===== config.mk =====
export PLATFORM = sky130hd
export DESIGN_NAME = seg7_scanner
export DESIGN_NICKNAME = d
export VERILOG_FILES = /design/src/rtl/seg7_scanner.sv
export SDC_FILE = /design/constraint.sdc
export NUM_CORES = 1
export LEC_CHECK = 0
export ABC_AREA = 1
export CORE_MARGIN = 2
export CORE_UTILIZATION = 45
export DETAILED_ROUTE_END_ITERATION = 16
export PLACE_DENSITY = 0.79
export SLEW_MARGIN = 20
export SYNTH_ARGS = -nofsm -noshare
export SYNTH_HDL_FRONTEND = slang
export SYNTH_SLANG_ARGS = --single-unit

===== constraint.sdc =====
create_clock -name Clock -period 3.94 [get_ports Clock]
set_input_delay 0.985 -clock Clock [delete_from_list [all_inputs] [get_ports Clock]]
set_output_delay 0.985 -clock Clock [all_outputs]
set_load 0.05 [all_outputs]

===== src/rtl/seg7_scanner.sv =====
// Four-digit multiplexed 7-segment scanner: shadowed BCD value, leading-zero
// blanking, minus sign or overflow point, and an "Err" override.
module seg7_scanner #(
  parameter int unsigned SCAN_DIV   = 50000,
  parameter bit          ACTIVE_LOW = 1'b1
) (
  input  logic       Clock,
  input  logic       Reset,
  input  logic [3:0] bcd0,
  input  logic [3:0] bcd1,
  input  logic [3:0] bcd2,
  input  logic [3:0] bcd3,
  input  logic       update,
  input  logic       neg,
  input  logic       err,
  input  logic       blank_lz,
  output logic [6:0] seg,
  output logic       dp,
  output logic [3:0] an
);

  localparam int unsigned   PW        = (SCAN_DIV > 1) ? $clog2(SCAN_DIV) : 1;
  localparam logic [PW-1:0] PRESC_MAX = PW'(SCAN_DIV - 1);
  localparam logic [6:0]    SEG_MINUS = 7'b1000000;
  localparam logic [6:0]    SEG_E     = 7'b1111001;
  localparam logic [6:0]    SEG_R     = 7'b1010000;
  localparam logic [6:0]    SEG_POL   = {7{ACTIVE_LOW}};
  localparam logic [3:0]    AN_POL    = {4{ACTIVE_LOW}};

  generate
    if (SCAN_DIV < 2 || SCAN_DIV > 32'd1048576) begin : g_bad_div
      $error("seg7_scanner: SCAN_DIV out of range 2..2^20");
    end
  endgenerate

  logic [PW-1:0] presc_q, presc_d;
  logic [1:0]    idx_q, idx_d;
  logic [15:0]   shadow_q, shadow_d;
  logic          neg_q, neg_d;
  logic          err_q, err_d;
  logic [6:0]    seg_q, seg_d;
  logic          dp_q, dp_d;
  logic [3:0]    an_q, an_d;

  logic       tick;
  logic [3:0] blank;
  logic [3:0] minus;
  logic       ovf;
  logic [3:0] digit_sel;
  logic [6:0] seg_act;
  logic       dp_act;

  function automatic logic [6:0] seg_decode(input logic [3:0] d);
    logic [6:0] s;
    case (d)
      4'd0:    s = 7'b0111111;
      4'd1:    s = 7'b0000110;
      4'd2:    s = 7'b1011011;
      4'd3:    s = 7'b1001111;
      4'd4:    s = 7'b1100110;
      4'd5:    s = 7'b1101101;
      4'd6:    s = 7'b1111101;
      4'd7:    s = 7'b0000111;
      4'd8:    s = 7'b1111111;
      4'd9:    s = 7'b1101111;
      default: s = 7'b0000000;
    endcase
    return s;
  endfunction

  assign tick     = (presc_q == PRESC_MAX);
  assign presc_d  = tick ? '0 : presc_q + PW'(1);
  assign idx_d    = idx_q + {1'b0, tick};
  assign shadow_d = update ? {bcd3, bcd2, bcd1, bcd0} : shadow_q;
  assign neg_d    = update ? neg : neg_q;
  assign err_d    = update ? err : err_q;

  // Position k is blank when it and every digit to its left are zero;
  // the minus sign sits in the lowest such position.
  assign blank[0] = 1'b0;
  assign minus[0] = 1'b0;
  generate
    for (genvar gi = 1; gi < 4; gi++) begin : g_blank
      assign blank[gi] = blank_lz && (shadow_q[15:4*gi] == '0);
      assign minus[gi] = neg_q && blank[gi] && !blank[gi-1];
    end
  endgenerate
  assign ovf = neg_q && !blank[3];

  // Output values are built for the index the slot is about to move to.
  always_comb begin
    digit_sel = shadow_q[{idx_d, 2'b00} +: 4];
    seg_act   = seg_decode(digit_sel);
    dp_act    = ovf && (idx_d == 2'd3);
    if (blank[idx_d]) seg_act = 7'b0000000;
    if (minus[idx_d]) seg_act = SEG_MINUS;
    if (err_q) begin
      dp_act = 1'b0;
      case (idx_d)
        2'd3:       seg_act = SEG_E;
        2'd2, 2'd1: seg_act = SEG_R;
        default:    seg_act = 7'b0000000;
      endcase
    end
  end

  assign seg_d = tick ? (seg_act ^ SEG_POL) : seg_q;
  assign dp_d  = tick ? (dp_act ^ ACTIVE_LOW) : dp_q;
  assign an_d  = tick ? ((4'b0001 << idx_d) ^ AN_POL) : an_q;

  always_ff @(posedge Clock or negedge Reset) begin
    if (!Reset) begin
      presc_q  <= '0;
      idx_q    <= 2'd0;
      shadow_q <= 16'h0000;
      neg_q    <= 1'b0;
      err_q    <= 1'b0;
      seg_q    <= SEG_POL;
      dp_q     <= ACTIVE_LOW;
      an_q     <= AN_POL;
    end else begin
      presc_q  <= presc_d;
      idx_q    <= idx_d;
      shadow_q <= shadow_d;
      neg_q    <= neg_d;
      err_q    <= err_d;
      seg_q    <= seg_d;
      dp_q     <= dp_d;
      an_q     <= an_d;
    end
  end

  assign seg = seg_q;
  assign dp  = dp_q;
  assign an  = an_q;

endmodule


# Yosys cells after proc, flatten, opt, wreduce, memory -nomap -nowiden
# Memories as Yosys holds them, arrays and structs flattened.
# Cells that the tools add are included.
dict set report totals {
  reg_bits 48
  rom_bits 112
  input_bits 22
  wordCells 48
  mem_count 1
}
# memory depth word_bits rd rd_clocked_by_memory_dff wr line
set mem_list {}
lappend mem_list {{(name not given)} 16 7 1 0 0 55} ;# case (d)
dict set report op_classes {
  add_sub_neg 2
  order_cmp 1
  eq_ne 4
  shift 2
  n_mux 10
  n_bitwise 3
  n_reduce_logical 17
}
# cell n
set ops {}
lappend ops {{two-way mux 7 bit} 3}
lappend ops {{adder 16 x 1 -> 16 bit (second input constant)} 1}
lappend ops {{equality test 16 bit (second input constant)} 1}
lappend ops {{two-way mux 16 bit} 1}
lappend ops {{indexed part select 16 x 5 -> 4 bit} 1}
lappend ops {{case mux 7 bit (2 select lines)} 1}
lappend ops {{zero test 12 bit} 1}
lappend ops {{logical AND 1 bit} 10}
lappend ops {{zero test 8 bit} 1}
lappend ops {{inverter 7 bit} 1}
lappend ops {{binary-select mux 1 bit (select 2 bit)} 2}
lappend ops {{equality test 2 bit (second input constant)} 2}
lappend ops {{zero test 4 bit} 1}
lappend ops {{inverter 4 bit} 1}
lappend ops {{<< shifter 1 x 2 -> 4 bit (first input constant)} 1}
lappend ops {{zero test 1 bit} 3}
lappend ops {{less-than comparator 2 x 3 -> 1 bit (second input constant)} 1}
lappend ops {{two-way mux 1 bit} 3}
lappend ops {{adder 2 x 1 -> 2 bit} 1}
lappend ops {{equality test 2 x 1 -> 1 bit (second input constant)} 1}
lappend ops {{OR reduction 2 bit} 1}
lappend ops {{inverter 1 bit} 1}

# Logic depth before layout (Yosys ltp)
# Gate-level depths: netlist of run 1.
dict set report logic_depth {
  ltp_word 9
  ltp_mapped 21
}

# Worst setup path before layout of run 1
# Ideal clock, no wire load.
dict set report synth_path {
  kind {register to register}
  from {register presc_q[0]}
  to {register seg_q[3] (netlist: seg[3])}
  setup_time_ns 0.079
  arrival_ns 2.726
  setup_slack_ns 1.135
  path_stages_with_launch 20
  path_buffers 2
  period_less_slack_ns 2.805
  cell_sequence {dfrtp_1 ha_1 nand2_2 nor2_4 nand3_2 nor2_4 buf_2 ha_1 buf_4 o21ai_0 nand2_1 nand2_1 inv_1 ha_1 inv_1 nand2_1 nand3_1 nand3_1 o21ai_1 nand2_1}
}
dict set report synth_via {
  elab_chain_len 8
}
# item line
set synth_rtl {}
lappend synth_rtl {{start: declaration} 36} ;# logic [PW-1:0] presc_q, presc_d;
lappend synth_rtl {{start signal: assignment} 122} ;# presc_q <= presc_d;
lappend synth_rtl {{equality test 16 bit (*)} 71} ;# assign tick = (presc_q == PRESC_MAX);
lappend synth_rtl {{adder 2 x 1 -> 2 bit (*)} 73} ;# assign idx_d = idx_q + {1'b0, tick};
lappend synth_rtl {{via idx_d[0]} 37} ;# logic [1:0] idx_q, idx_d;
lappend synth_rtl {{indexed part select 16 x 5 -> 4 bit / binary-select mux 1 bit (select 2 bit) (equally long branches)} {92, 95}}
lappend synth_rtl {{memory (16 x 7 bit) / two-way mux 1 bit (equally long branches)} -}
lappend synth_rtl {{two-way mux 7 bit} 95} ;# if (blank[idx_d]) seg_act = 7'b0000000;
lappend synth_rtl {{two-way mux 7 bit} 96} ;# if (minus[idx_d]) seg_act = SEG_MINUS;
lappend synth_rtl {{two-way mux 7 bit (*)} 97} ;# if (err_q) begin
lappend synth_rtl {{inverter 7 bit (no source line) (*)} -}
lappend synth_rtl {{end signal: assignment} 127} ;# seg_q <= seg_d;
lappend synth_rtl {{end: declaration} 41} ;# logic [6:0] seg_q, seg_d;
# Mark *: on every way through the listed nets, which the timed path passes. The rest lies on a longest branch. The select of a mux whose other input is x is not followed.
# A chain may end at the register's enable or synchronous reset.

# Final worst setup path of run 1
dict set report layout_path {
  from {register presc_q[0]}
  to {register seg_q[0] (netlist: seg[0])}
}
# Same word-level chain as after synthesis.

==> results of run 1 <==
cell type report:
| class | count | area share, % |
|---|---|---|
| clock buffers | 7 | 3.094 |
| clock inverters | 1 | 0.9642 |
| inverters | 43 | 5.183 |
| multi-input cells | 230 | 38.05 |
| flip-flops and latches | 48 | 39.05 |
| well taps | 72 | 2.893 |
| repair buffers | 34 | 10.77 |
cells by family (layout without fill, tap and decap cells):
group | after synthesis | after routing | synth area share, %
AO/OA/AOI/OAI | 39 | 39 | 8.206
XOR/XNOR | 7 | 7 | 2.351
adder cells (fa/ha/maj) | 7 | 7 | 3.359
buffers and inverters | 51 | 85 | 7.917
flip-flops | 48 | 48 | 46.64
multiplexers | 7 | 7 | 3.023
AND/OR/NAND/NOR | 170 | 170 | 28.50
synth_stat cells:
master and count:
sky130_fd_sc_hd__inv_1 40, sky130_fd_sc_hd__o21ai_0 24, sky130_fd_sc_hd__clkbuf_1 3, sky130_fd_sc_hd__nor2_2 3
sky130_fd_sc_hd__a31oi_1 4, sky130_fd_sc_hd__nand3_1 23, sky130_fd_sc_hd__o211a_1 1, sky130_fd_sc_hd__nand3_2 1
sky130_fd_sc_hd__o21ai_1 3, sky130_fd_sc_hd__a21oi_1 4, sky130_fd_sc_hd__buf_2 3, sky130_fd_sc_hd__a41oi_1 1
sky130_fd_sc_hd__buf_6 1, sky130_fd_sc_hd__inv_2 3, sky130_fd_sc_hd__nand4_1 5, sky130_fd_sc_hd__dfstp_2 12
sky130_fd_sc_hd__mux2_2 7, sky130_fd_sc_hd__o21bai_1 1, sky130_fd_sc_hd__nor2_1 38, sky130_fd_sc_hd__ha_1 7
sky130_fd_sc_hd__nor2_4 2, sky130_fd_sc_hd__xor2_1 5, sky130_fd_sc_hd__xnor2_1 2, sky130_fd_sc_hd__nand4_2 1
sky130_fd_sc_hd__nand2_2 4, sky130_fd_sc_hd__nand2_1 84, sky130_fd_sc_hd__a22oi_1 1, sky130_fd_sc_hd__nor3_2 1
sky130_fd_sc_hd__buf_4 1, sky130_fd_sc_hd__dfrtp_1 36, sky130_fd_sc_hd__nor3_1 8
per-stage QoR:
| stage | util, % | instance area [sq um] | setup slack [ns] | cells |
|---|---|---|---|---|
| 2_1_floorplan | - | 2608 | 1.135 | 329 |
| 6_report | 56.21 | 3114 | 0.9465 | 435 |
| 5_1_grt | 56.21 | 3114 | 0.5695 | 435 |
| 4_1_cts | 56.17 | 3112 | 0.9330 | 435 |
| 3_5_place_dp | 53.88 | 2985 | 0.9524 | 427 |
| 3_3_place_gp | 53.88 | 2985 | 1.101 | 427 |
worst min-delay path by stage:
stage | endpoint | slack (ns) | cells after the start
6_report | presc_q[0] | 0.47 | 1
5_1_grt | presc_q[0] | 0.49 | 1
4_1_cts | presc_q[0] | 0.47 | 1
3_5_place_dp | seg[4] | 0.46 | 2
3_3_place_gp | presc_q[0] | 0.44 | 1
2_1_floorplan | presc_q[0] | 0.43 | 1
critical path, delay by kind of cell (launching register included):
family | cells | cell delay (ns)
compound gates | 1 | 0.16
fa+ha+maj | 3 | 1.08
buf+inv | 3 | 0.36
flops | 1 | 0.40
simple gates | 11 | 0.94
metal layers:
metal  routed length, um  part of all wire, %  global-route usage (%)
met3                 230                  4.2                   3.034
met4                  71                  1.3                   6.102
met2                2742                   51                   33.25
met5                   0                    0                       0
met1                2378                   44                   21.04
state kept, by name (all words and copies together) (netlist names):
signal and count:
an 4, dp 1, err_q 1, idx_q 2
neg_q 1, presc_q 16, seg 7, shadow_q 16
power by group through the flow:
stage	Clock [mW]	Combinational (mW)	Sequential, mW
3_3_place_gp	0	0.103	0.530
2_1_floorplan	0	0.0631	0.527
5_1_grt	0.414	0.122	0.524
3_5_place_dp	0	0.107	0.531
6_report	0.385	0.107	0.521
4_1_cts	0.395	0.108	0.521
==> results.sh, run 1 <==
export IMPL_final_hold_violation_count=0
export IMPL_cells_taking_the_most_area_after_synthesis="sky130_fd_sc_hd__dfrtp_1 (35%), sky130_fd_sc_hd__dfstp_2 (12%), sky130_fd_sc_hd__nand2_1 (12%)"
export IMPL_post_cts_buffers=0
export IMPL_worst_ep_required_time_ns=4.17
export IMPL_syn_area_per_cell_sq_um=7.926
export IMPL_slowest_stage="sky130_fd_sc_hd__ha_1"
export IMPL_swShare_pct=22.94
export IMPL_max_clock_path_buffers=2
export IMPL_drt_total_wl_um=5422
export IMPL_drt_iter0_markers=106
export IMPL_cp_data_arrival_time_ns=3.22
export IMPL_netlist_instances=329
export IMPL_synth_top_area_share_pct=34.55
export IMPL_timing_rr_end="seg[0]"
export IMPL_cp_cell_sequence="ha_1 > nand2_2 > nor2_4 > nand3_2 > nor2_4 > ha_1 > inv_1 > nand2_1 > nand3_1 > nand2_1 > inv_1 > ha_1 > inv_1 > nand3_1 > nand3_1 > nand3_1 > o21ai_0 > nand2_1"
export IMPL_holdWs_ns=0.4694
export IMPL_remaining_drc_errors=0
export IMPL_crit_path_end_kind="flip-flop"
export IMPL_multi_input_area_sq_mm=0.001185
export IMPL_htree_num_levels=2
export IMPL_floorplan_die_area_sq_mm=0.006419
export IMPL_clock_insertion_delay_worst_skew_ns=0.30
export IMPL_worst_slew_pin_transition_ns=0.8755
export IMPL_cts_root_buffer="sky130_fd_sc_hd__clkbuf_8"
export IMPL_rsz0062_at_grt="false"
export IMPL_report_final_setup_viol=0
export IMPL_groute_usage_overall_pct=18.05
export IMPL_period_share_pct=75.98
export IMPL_comb_power_share_pct=10.6
export IMPL_cts_hold_buf=0
export IMPL_worst_path_most_repeated_cell="sky130_fd_sc_hd__nand3_1"
export IMPL_netSwitchingPower_mw=0.2325
export IMPL_power_frac_clock_pct=38.0
export IMPL_number_of_buffers_added_by_the_clock_tree_synthesis_step=5
export IMPL_worst_setup_path_type="reg -> reg"
export IMPL_layout_min_cycle_time_ns=2.993
export IMPL_grt_antenna_before_repair=0
export IMPL_pin_count=34
export IMPL_post_route_clock_skew_ns=0.004872
export IMPL_routed_via_density=5.076
export IMPL_ant_nets=0
export IMPL_die_height_um=80.12
export IMPL_post_synth_instance_area_sq_mm=0.002608
export IMPL_post_route_cells_drive_above_1_share_pct=12.12
export IMPL_fin_setup_tns_ns=0
export IMPL_yosysWarnings=0
export IMPL_final_seq_area_sq_mm=0.001216
export IMPL_synth_yosys_seq_area_share_pct=46.64
export IMPL_finalWeightedCongestion=0.8515
export IMPL_grt_pass1_wl_um=9142
export IMPL_critPathCapture="seg[0]"
export IMPL_irDropWorstVdd_mv=0.2090
export IMPL_power_leakage_nw=1.489
export IMPL_max_stage_delay_ns=0.66
export IMPL_layout_nets=391
export IMPL_ff_to_ff_path_depth=18
export IMPL_total_power_mw=1.013
export IMPL_hold_path_class="reg -> reg"
export IMPL_setup_worst_path_start="presc_q[0]"
export IMPL_detailedRoute_firstPassIterationCount=4
export IMPL_cell_internal_pwr_mw=0.7809
export IMPL_layout_commonest_cell="sky130_fd_sc_hd__nand2_1"
export IMPL_crit_fanout=22
export IMPL_worstReg2RegStart="presc_q[0]"
export IMPL_tritoncts="done"
export IMPL_grt_pass1_vias=2132
export IMPL_initial_utilization_pct=47.06
export IMPL_antenna_diode_count=0
export IMPL_die_width_um=80.12
export IMPL_setup_slack_of_the_most_critical_reg_to_reg_path_ns=0.95
export IMPL_synthToLayoutAreaGrowth_pct=19.43
export IMPL_place_hpwl_um=4077
export IMPL_cellPowerDensity_mw_per_mm2=325.4
export IMPL_maxClockFrequency_mhz=334.1
export IMPL_yosys_register_bits=48
export IMPL_cts_clk_slew_worst_paths_ns=0.08
export IMPL_synth_top_cell_by_area="sky130_fd_sc_hd__dfrtp_1"
export IMPL_detail_routed_net_length_per_standard_cell_um=12.46
export IMPL_post_synth_num_cell_types=31
export IMPL_placement_rows=27
export IMPL_num_fill_cells=508
export IMPL_gr_total_overflow=0
export IMPL_min_from="presc_q[0]"
export IMPL_mostFrequentLayoutCells="sky130_fd_sc_hd__nand2_1 (84), sky130_fd_sc_hd__inv_1 (40), sky130_fd_sc_hd__nor2_1 (38)"
export IMPL_largest_net_degree_at_the_start_of_global_routing=49
export IMPL_power_frac_seq_pct=51.5
export IMPL_core_area_sq_mm=0.005540
export IMPL_maxSlewViolCount=0
export IMPL_numClockSinks=48
export IMPL_cts_resized_gates=0
export IMPL_timing_max_cap_violations=0
export IMPL_buffer_ports_inserted=33
export IMPL_status="finished, final reports clean"
export IMPL_vias=2208
export IMPL_crit_path_start_kind="flip-flop"
export IMPL_relSlewSlack_pct=41.45
export IMPL_synth_nets=358
Power figures use the tool's default switching activity.
==> inputs of run 2 (changes only) <==
clock period = 3 ns   (was 3.94 ns; I/O delays follow)
==> run 2 against run 1 <==
Effect of this change: setup slack worse by 0.64 ns; hold slack worse by 0.0051 ns; final cell count is 1.1% higher; largest power group unchanged; highest routed layer unchanged.
==> results.sh, run 2 (same netlist as run 1, synthesis figures left out) <==
export IMPL_cts_hold_buf=0
export IMPL_timing_max_cap_violations=0
export IMPL_htree_num_levels=2
export IMPL_multi_input_area_sq_mm=0.001190
export IMPL_cts_clk_slew_worst_paths_ns=0.09
export IMPL_period_share_pct=89.80
export IMPL_largest_net_degree_at_the_start_of_global_routing=45
export IMPL_crit_path_start_kind="flip-flop"
export IMPL_crit_fanout=15
export IMPL_detail_routed_net_length_per_standard_cell_um=11.91
export IMPL_worst_setup_path_type="reg -> reg"
export IMPL_core_area_sq_mm=0.005540
export IMPL_maxClockFrequency_mhz=371.2
export IMPL_worst_hold_path_endpoint="presc_q[0]"
export IMPL_drt_total_wl_um=5241
export IMPL_grt_antenna_before_repair=0
export IMPL_cts_root_buffer="sky130_fd_sc_hd__clkbuf_8"
export IMPL_rsz0062_at_grt="false"
export IMPL_mostFrequentLayoutCells="sky130_fd_sc_hd__nand2_1 (83), sky130_fd_sc_hd__inv_1 (40), sky130_fd_sc_hd__nor2_1 (38)"
export IMPL_die_width_um=80.12
export IMPL_layout_nets=396
export IMPL_holdPathStages=1
export IMPL_irDropWorstVdd_mv=0.2989
export IMPL_die_height_um=80.12
export IMPL_clock_insertion_delay_worst_skew_ns=0.30
export IMPL_power_leakage_nw=1.488
export IMPL_cellPowerDensity_mw_per_mm2=392.8
export IMPL_final_hold_violation_count=0
export IMPL_post_cts_buffers=0
export IMPL_detailedRoute_firstPassIterationCount=4
export IMPL_drt_iter0_markers=81
export IMPL_report_final_setup_viol=0
export IMPL_crit_path_end_kind="flip-flop"
export IMPL_layout_commonest_cell="sky130_fd_sc_hd__nand2_1"
export IMPL_final_seq_area_sq_mm=0.001216
export IMPL_synthToLayoutAreaGrowth_pct=19.72
export IMPL_max_clock_path_buffers=2
export IMPL_worst_ep_required_time_ns=3.24
export IMPL_holdWs_ns=0.4643
export IMPL_ant_nets=0
export IMPL_status="finished, final reports clean"
export IMPL_num_fill_cells=524
export IMPL_post_route_clock_skew_ns=0.008941
export IMPL_worstReg2RegStart="presc_q[0]"
export IMPL_groute_usage_overall_pct=18.33
export IMPL_place_hpwl_um=4035
export IMPL_fin_setup_tns_ns=0
export IMPL_number_of_buffers_added_by_the_clock_tree_synthesis_step=5
export IMPL_routed_via_density=4.977
export IMPL_post_route_cells_drive_above_1_share_pct=13.59
export IMPL_ff_to_ff_path_depth=19
export IMPL_setup_slack_of_the_most_critical_reg_to_reg_path_ns=0.31
export IMPL_pin_count=34
export IMPL_worst_slew_pin_transition_ns=0.9527
export IMPL_cts_resized_gates=0
export IMPL_antenna_diode_count=0
export IMPL_tritoncts="done"
export IMPL_initial_utilization_pct=47.06
export IMPL_timing_rr_end="seg[0]"
export IMPL_layout_min_cycle_time_ns=2.694
export IMPL_finalWeightedCongestion=0.8832
export IMPL_hold_path_class="reg -> reg"
export IMPL_buffer_ports_inserted=33
export IMPL_grt_pass1_wl_um=9273
export IMPL_maxSlewViolCount=0
export IMPL_placement_rows=27
export IMPL_numClockSinks=48
export IMPL_floorplan_die_area_sq_mm=0.006419
export IMPL_min_from="presc_q[0]"
export IMPL_relSlewSlack_pct=36.49
export IMPL_gr_total_overflow=0
export IMPL_remaining_drc_errors=0
export IMPL_vias=2190
export IMPL_grt_pass1_vias=2137
export IMPL_cp_data_arrival_time_ns=2.93
run 2: cell types whose count changed in the layout (fill, tap and decap cells not counted), sizes merged:
cell      previous run  this run
buf                  2         7
bufinv               1         0
clkinvlp             0         1
run 2: per-layer routing:
metal | global-route usage, % | vias to the layer above | routed length, um | part of all wire (%)
met5 | 0 | - | 0 | 0
met4 | 5.593 | 0 | 71 | 1.4
met3 | 4.494 | 7 | 239 | 4.6
met2 | 32.50 | 49 | 2590 | 49
met1 | 21.80 | 1009 | 2340 | 45
li1 | - | 1125 | - | -
run 2: critical path: stages, from the launching register on:
cell and delay, ns:
sky130_fd_sc_hd__dfrtp_1 0.38, sky130_fd_sc_hd__ha_1 0.21, sky130_fd_sc_hd__nand2_2 0.08, sky130_fd_sc_hd__nor2_4 0.13, sky130_fd_sc_hd__nand3_2 0.10, sky130_fd_sc_hd__nor2_4 0.12
sky130_fd_sc_hd__ha_2 0.35, sky130_fd_sc_hd__nand2_1 0.10, sky130_fd_sc_hd__inv_1 0.04, sky130_fd_sc_hd__nor2_1 0.09, sky130_fd_sc_hd__nand2_1 0.06, sky130_fd_sc_hd__nand2_1 0.15
sky130_fd_sc_hd__inv_1 0.08, sky130_fd_sc_hd__ha_1 0.18, sky130_fd_sc_hd__inv_1 0.05, sky130_fd_sc_hd__nand3_1 0.09, sky130_fd_sc_hd__nand3_1 0.10, sky130_fd_sc_hd__nand3_1 0.07
sky130_fd_sc_hd__o21ai_0 0.17, sky130_fd_sc_hd__nand2_1 0.08
run 2: power by group:
part           total (mW)  switching (mW)  leakage, nW  internal, mW
clock               0.401           0.214       0.0445         0.187
sequential          0.685          0.0153        0.578         0.670
combinational       0.140          0.0770        0.866        0.0626
total                1.23           0.306         1.49         0.920
run 2: final cells by class:
type / instances / area share [%]
Sequential cell: 48 / 38.96
Tap cell: 72 / 2.886
Multi-Input combinational cell: 230 / 38.12
Clock buffer: 7 / 2.766
Timing Repair Buffer: 39 / 11.86
Inverter: 43 / 5.170
Clock inverter: 1 / 0.2405
run 2: how the worst max path moves through the flow:
stage	from	to	slack [ns]	cells after the start
floorplan	presc_q[0]	seg[3]	0.19	19
global placement	presc_q[0]	seg[3]	0.37	17
CTS	presc_q[0]	seg[3]	0.24	17
finish	presc_q[0]	seg[0]	0.31	19
detailed placement	presc_q[0]	seg[0]	0.24	19
global route	presc_q[0]	seg[5]	0.01	19
run 2: metrics by stage:
| stage | setup slack [ns] | cell area (sq um) | power [mW] | cells | utilization, % |
|---|---|---|---|---|---|
| after floorplan | 0.1949 | 2608 | 0.7751 | 329 | - |
| after global placement | 0.3718 | 3023 | 0.8337 | 432 | 54.56 |
| after detailed placement | 0.2442 | 3023 | 0.8379 | 432 | 54.56 |
| after CTS | 0.2374 | 3117 | 1.243 | 440 | 56.26 |
| after global routing | 0.01374 | 3122 | 1.291 | 440 | 56.35 |
| final | 0.3060 | 3122 | 1.226 | 440 | 56.35 |
